==> src/rtl/booth_mult_seq.sv <==
// Sequential radix-4 Booth multiplier datapath (32x32 signed, 16 iterations).
// The Booth control decoder lives outside this block: each RUN cycle the
// current window is sent out and the returned shift/add/sub controls are
// applied to the high accumulator before the 2-bit arithmetic shift.
module booth_mult_seq (
  input  logic        clock,
  input  logic        reset_n,
  input  logic        ctrl_MULT,
  input  logic [31:0] data_operandA,
  input  logic [31:0] data_operandB,
  output logic [2:0]  booth_window,
  input  logic        booth_shift,
  input  logic        booth_add,
  input  logic        booth_sub,
  output logic [31:0] data_result,
  output logic        data_exception,
  output logic        data_resultRDY
);

  typedef enum logic [1:0] {
    IDLE = 2'd0,
    RUN  = 2'd1,
    DONE = 2'd2
  } state_e;

  state_e      state_q, state_d;
  logic [31:0] m_q, m_d;
  logic [33:0] hi_q, hi_d;
  logic [32:0] lo_q, lo_d;
  logic [3:0]  count_q, count_d;
  logic        illegal_q, illegal_d;
  logic [31:0] result_q, result_d;
  logic        exc_q, exc_d;
  logic        rdy_q, rdy_d;

  logic [33:0] partial_s;
  logic [33:0] sum_s;
  logic        illegal_now_s;
  logic [66:0] shifted_s;
  logic [63:0] product_s;

  // True when the 64-bit product cannot be represented in 32 signed bits.
  function automatic logic overflow_32(input logic [63:0] p);
    return (p[63:32] != {32{p[31]}});
  endfunction

  // Window is only meaningful in RUN; elsewhere the decoder sees a no-op.
  assign booth_window   = (state_q == RUN) ? lo_q[2:0] : 3'b000;
  assign data_result    = result_q;
  assign data_exception = exc_q;
  assign data_resultRDY = rdy_q;

  // One Booth iteration: select M or 2M, add/sub, then shift {hi,lo} right by 2.
  always_comb begin
    partial_s     = booth_shift ? {m_q[31], m_q, 1'b0} : {{2{m_q[31]}}, m_q};
    illegal_now_s = booth_add & booth_sub;
    if (illegal_now_s) begin
      sum_s = hi_q;
    end else if (booth_add) begin
      sum_s = hi_q + partial_s;
    end else if (booth_sub) begin
      sum_s = hi_q - partial_s;
    end else begin
      sum_s = hi_q;
    end
    shifted_s = {{2{sum_s[33]}}, sum_s, lo_q[32:2]};
    product_s = {shifted_s[64:33], shifted_s[32:1]};
  end

  // Next-state and next-datapath selection for the IDLE/RUN/DONE sequence.
  always_comb begin
    state_d   = state_q;
    m_d       = m_q;
    hi_d      = hi_q;
    lo_d      = lo_q;
    count_d   = count_q;
    illegal_d = illegal_q;
    result_d  = result_q;
    exc_d     = exc_q;
    rdy_d     = 1'b0;
    case (state_q)
      IDLE: begin
        if (ctrl_MULT) begin
          m_d       = data_operandA;
          hi_d      = 34'd0;
          lo_d      = {data_operandB, 1'b0};
          count_d   = 4'd0;
          illegal_d = 1'b0;
          result_d  = 32'd0;
          exc_d     = 1'b0;
          state_d   = RUN;
        end else begin
          state_d = IDLE;
        end
      end
      RUN: begin
        hi_d      = shifted_s[66:33];
        lo_d      = shifted_s[32:0];
        count_d   = count_q + 4'd1;
        illegal_d = illegal_q | illegal_now_s;
        if (count_q == 4'd15) begin
          // Results are captured on the same edge that enters DONE.
          result_d = product_s[31:0];
          exc_d    = overflow_32(product_s) | illegal_q | illegal_now_s;
          rdy_d    = 1'b1;
          state_d  = DONE;
        end else begin
          state_d = RUN;
        end
      end
      DONE: begin
        count_d = 4'd0;
        state_d = IDLE;
      end
      default: begin
        state_d = IDLE;
      end
    endcase
  end

  // State and datapath registers; reset aborts any operation in flight.
  always_ff @(posedge clock or negedge reset_n) begin
    if (!reset_n) begin
      state_q   <= IDLE;
      m_q       <= 32'd0;
      hi_q      <= 34'd0;
      lo_q      <= 33'd0;
      count_q   <= 4'd0;
      illegal_q <= 1'b0;
      result_q  <= 32'd0;
      exc_q     <= 1'b0;
      rdy_q     <= 1'b0;
    end else begin
      state_q   <= state_d;
      m_q       <= m_d;
      hi_q      <= hi_d;
      lo_q      <= lo_d;
      count_q   <= count_d;
      illegal_q <= illegal_d;
      result_q  <= result_d;
      exc_q     <= exc_d;
      rdy_q     <= rdy_d;
    end
  end

endmodule

==> config.mk <==
export PLATFORM = sky130hd
export DESIGN_NAME = booth_mult_seq
export DESIGN_NICKNAME = d
export VERILOG_FILES = /design/src/rtl/booth_mult_seq.sv
export SDC_FILE = /design/constraint.sdc
export NUM_CORES = 1
export LEC_CHECK = 0
export CAP_MARGIN = 20
export CORE_MARGIN = 5
export CORE_UTILIZATION = 53
export DETAILED_ROUTE_END_ITERATION = 10
export PLACE_DENSITY = 0.82
export REMOVE_ABC_BUFFERS = 1
export SLEW_MARGIN = 20
export SYNTH_ARGS = -nofsm -noshare
export SYNTH_HDL_FRONTEND = slang
export SYNTH_SLANG_ARGS = --single-unit
export TNS_END_PERCENT = 10
==> constraint.sdc <==
create_clock -name clock -period 3.6 [get_ports clock]
set_input_delay 0.72 -clock clock [delete_from_list [all_inputs] [get_ports clock]]
set_output_delay 0.72 -clock clock [all_outputs]
set_load 0.005 [all_outputs]
---- After elaboration in Yosys (flattened, before gate mapping) ----
Cells that the tools add are included.
word-level totals
  flip-flop bits (word level) ............. 140
  output and inout bits ................... 37
operators by class
  add/subtract/negate cells ............... 3
  equality and inequality tests ........... 6
  mux-type cells .......................... 23
  bitwise operators ....................... 4
  reduce and logical (&&, ||, !) cells .... 7
operators with widths
  cell                   count
  $mux W34               4
  $mux W32               3
  $pmux W34 S2           1
  $pmux W33 S2           1
  $pmux W32 S2           1
  $add A34 B34 Y34       1
  $sub A34 B34 Y34       1
  $mux W33               1
  $ne A32 B32 Y1         1
  $pmux W4 S3            1
  $reduce_and A2 Y1      3
  $mux W1                5
  $add A4 B1 Y4 const B  1
  $eq A4 B4 Y1 const B   1
  $mux W4                1
  $pmux W1 S2            2
  $pmux W2 S2            1
  $mux W3                1
  $or A1 B1 Y1           3
  $reduce_and A3 Y1      1
  $reduce_bool A3 Y1     1
  $eq A2 B1 Y1 const B   1
  $eq A2 B2 Y1 const B   1
  $logic_not A2 Y1       1
  other kinds (5)        5

---- Logic depth before layout (Yosys ltp) ----
  word-level depth ........................ 10
  mapped depth ............................ 18
  gate-level depth less buffers ........... 16

---- Worst setup path before layout ----
Ideal clock, no wire load.
  kind .................................... input port to flip-flop
  start ................................... input port booth_shift
  end ..................................... register exc_q, in the netlist data_exception
  setup time .............................. 0.145 ns
  data arrival time ....................... 4.382 ns
  slack ................................... -0.928 ns
  stages .................................. 16
  path buffers ............................ 3
  cell sequence ........................... clkbuf_1 -> buf_1 -> mux2i_1 -> ha_1 -> buf_6 -> or4_4 -> a311o_1 -> o2111ai_2 -> o21a_2 -> o31a_4 -> a21oi_2 -> o311a_1 -> a2111oi_2 -> nand4_1 -> mux2i_1 -> a41oi_1
on the way
  cells in the longest elaborated chain, start to end .. 10
ends and longest elaborated chain
  element                        line  source
  from (decl)                    12    input logic booth_shift,
  $mux W32 (*)                   55    partial_s = booth_shift ? {m_q[31], m_q, 1'b0} : {{2{m_q[31]}}, m_q};
  $sub A34 B34 Y34               62    sum_s = hi_q - partial_s;
  $mux W34                       61    end else if (booth_sub) begin
  $mux W34 (*)                   59    end else if (booth_add) begin
  $mux W34 (*)                   57    if (illegal_now_s) begin
  $ne A32 B32 Y1 (*)             44    return (p[63:32] != {32{p[31]}});
  $or A1 B1 Y1 (*) (2 in a row)  104   exc_d = overflow_32(product_s) | illegal_q | illegal_now_s;
  $mux W1 (*)                    101   if (count_q == 4'd15) begin
  $pmux W1 S2 (*)                81    case (state_q)
  to (signal assigned)           131   exc_q <= 1'b0;
  to (signal assigned)           141   exc_q <= exc_d;
  to (decl)                      33    logic exc_q, exc_d;
Every way passes the cells marked *; elsewhere a longest branch is shown, timed or not. The select of a mux whose other input is x is not followed.
A chain may end at the register's enable or synchronous reset.

---- Worst setup path in the final report ----
Ends and elaborated chain as after synthesis.

==> flow_metrics.env <==
export IMPL_h_tree_depth=4
export IMPL_finalWirelength_mm=40.0
export IMPL_violations="setup timing"
export IMPL_synth_cells=1265
export IMPL_cp_arrival_ns=4.44
export IMPL_fin_crit_ns=4.14
export IMPL_status="complete, but fails checks"
export IMPL_start_kind="primary input"
export IMPL_row_count=51
export IMPL_ant_nets=0
export IMPL_yosys_area_share_simple_pct=16.4
export IMPL_rsz0062_at_grt="yes"
export IMPL_drv_slew=0
export IMPL_clk_pin_slew_worst_paths_ns=0.07
export IMPL_worst_pin_slew_ns=1.10
export IMPL_period_share_pct=115
export IMPL_cts_sinks=137
export IMPL_diodes=0
export IMPL_hold_viol=0
export IMPL_core_area_mm2=0.0196
export IMPL_num_vias=11800
export IMPL_antenna_found_initial=1
export IMPL_drv_cap=0
export IMPL_finalInstanceArea_mm2=0.0151
export IMPL_synth_edf_count=0
export IMPL_first_pass_iters=6
export IMPL_cp_max_fo=6
export IMPL_utilization_pct=77.1
export IMPL_synth_xor_area_share_pct=2.07
export IMPL_setup_viol=6
export IMPL_drtIter0Drc=1384
export IMPL_synth_compound_area_share_pct=26.5
export IMPL_synth_area_per_cell_um2=8.38
export IMPL_synthArstFlopShare_pct=100
export IMPL_syn_area_mm2=0.0106
export IMPL_die_h_um=151
export IMPL_skew_ns=0.0265
export IMPL_place_hpwl_mm=27.6
export IMPL_place_congestion=1.02
export IMPL_max_clock_freq_ghz=0.242
export IMPL_cts_root_buf="clkbuf_16"
export IMPL_die_w_um=151
export IMPL_start_util_pct=54.1
export IMPL_io_buffers=106
export IMPL_cts_tree="yes"
export IMPL_crit_type="in2reg"
export IMPL_grt_pass1_vias=11700
export IMPL_relSlewSlack_pct=26.7
export IMPL_post_route_drc_count=0
export IMPL_hp_class="in2async"
export IMPL_pre_cts_slack_ns=-1.04
export IMPL_ios=107
export IMPL_synth_area_mux_share_pct=7.08
export IMPL_dieArea_mm2=0.0229
export IMPL_fin_nets=1753
export IMPL_area_growth_pct=42.5
export IMPL_dpl_cell_area_mm2=0.0137
export IMPL_synth_cell_types=89
export IMPL_cts_buffer_depth=2
export IMPL_grt_max_degree=98
export IMPL_cts_buffers=17
export IMPL_synth_adder_area_share_pct=8.41
export IMPL_clk_latency_ns=0.45
export IMPL_avgRoutedWirePerCell_um=21.2
export IMPL_yosysSeqAreaShare_pct=32.3
export IMPL_grt_pass1_wl_mm=62.0
export IMPL_worstRegToRegCells=15
export IMPL_ys_seq_elements=137
export IMPL_cp_end_kind="flip-flop"
export IMPL_layout_drive_gt1_share_pct=30.3
export IMPL_worst_slack_ns=-0.540
export IMPL_grt_use_total_pct=34.8
export IMPL_overflow=0
export IMPL_cp_required_ns=3.90
export IMPL_ys_flop_type="dfrtp_1"
export IMPL_synth_top_family_by_area="compound AO/OA/AOI/OAI gates"
export IMPL_viasPerCell=6.24
export IMPL_ys_warn_count=0
[path summary, 6_finish.rpt]
check	start	end	slack, ns
min	reset_n	m_q[2]	0.35
min in group clock	lo_q[2]	lo_q[2]	0.47
max	booth_shift	data_exception	-0.54
min reg2reg	lo_q[2]	lo_q[2]	0.47
max reg2reg	m_q[3]	data_exception	-0.44
max in group asynchronous	reset_n	m_q[25]	2.42
[stage by stage]
| stage | hold WS, ns | std cells | TNS (ns) |
|---|---|---|---|
| 6_report | 0.352 | 1891 | -0.959 |
| 5_1_grt | 0.429 | 1891 | -1.61 |
| 3_3_place_gp | 0.450 | 1840 | -7.56 |
| 2_1_floorplan | 0.424 | 1180 | -5.31 |
| 4_1_cts | 0.395 | 1888 | -0.360 |
| 3_5_place_dp | 0.459 | 1840 | -9.19 |
[repair_timing]
item	CTS	global route
buffers inserted	15	3
hold buffers	0	0
endpoints found under the setup margin	8	12
cloned	1	0
pin swaps	26	21
resized for setup	66	52
[worst max-delay path, stage by stage]
cell	delay [ns]
buf_12	0.11
buf_8	0.11
mux2i_4	0.27
ha_4	0.24
nand2b_4	0.15
a2111oi_4	0.47
o2111ai_2	0.20
buf_6	0.17
a211oi_4	0.38
nor2_4	0.08
o31ai_4	0.27
xnor2_1	0.12
o22ai_1	0.21
a21oi_2	0.07
or4_4	0.57
o22ai_4	0.18
a41oi_2	0.12
[registers in the layout (all words and copies together) (netlist names)]
signal / cells
state_q: 1
lo_q: 33
count_q: 4
data_exception: 1
illegal_q: 1
data_result: 32
hi_q: 32
data_resultRDY: 1
m_q: 32
[kinds of logic after synthesis]
family	Yosys count
AO/OA/AOI/OAI	427
multiplexers	71
buffers and inverters	156
flip-flops	137
adder cells (fa/ha/maj)	70
AND/OR/NAND/NOR	379
XOR/XNOR	25
[cells in the mapped netlist (13+ instances only)]
cell type  count  area share (%)
a21o_1        42             3.0
clkbuf_1      52             1.8
o22ai_1       20             1.2
nand2_1      163             5.8
inv_1         70             2.5
nor3_1        13            0.61
mux2i_1       39             3.7
ha_1          68             8.0
o31ai_1       16             1.1
dfrtp_1      137              32
xnor2_1       21             1.7
nor2_1        91             3.2
a21oi_1      112             5.3
mux2_2        32             3.4
nand3_1       22             1.0
a22o_1        14             1.2
o21ai_0      103             4.9
[placed cells by master (no fill, tap or decap), drive strengths merged, types with 39 or more instances in the layout]
master,synthesis,routed
o21ai,104,104
a21o,43,43
mux2i,39,39
clkdlybuf4s50,0,104
dfrtp,137,137
nand2,163,163
nor2,93,93
inv,71,78
ha,68,68
a21oi,113,113
buf,26,310
[area by class of cell]
class | count | area (um^2)
Clock inverter | 15 | 178
Sequential cell | 137 | 3430
Tap cell | 265 | 332
Timing Repair Buffer | 414 | 3520
Clock buffer | 17 | 425
Inverter | 71 | 267
Fill cell | 1319 | 4490
Multi-Input combinational cell | 972 | 6950
[metal layers]
layer	GRT usage (%)	vias up	part of all wire, %
met5	0	-	0.032
met4	13.7	2	3.8
met3	8.05	156	11
met2	55.3	774	46
met1	46.1	5591	39
li1	-	5271	-
Power is not shown: default switching activity piles up to over one toggle a cycle in this logic, so the estimate is an artifact.
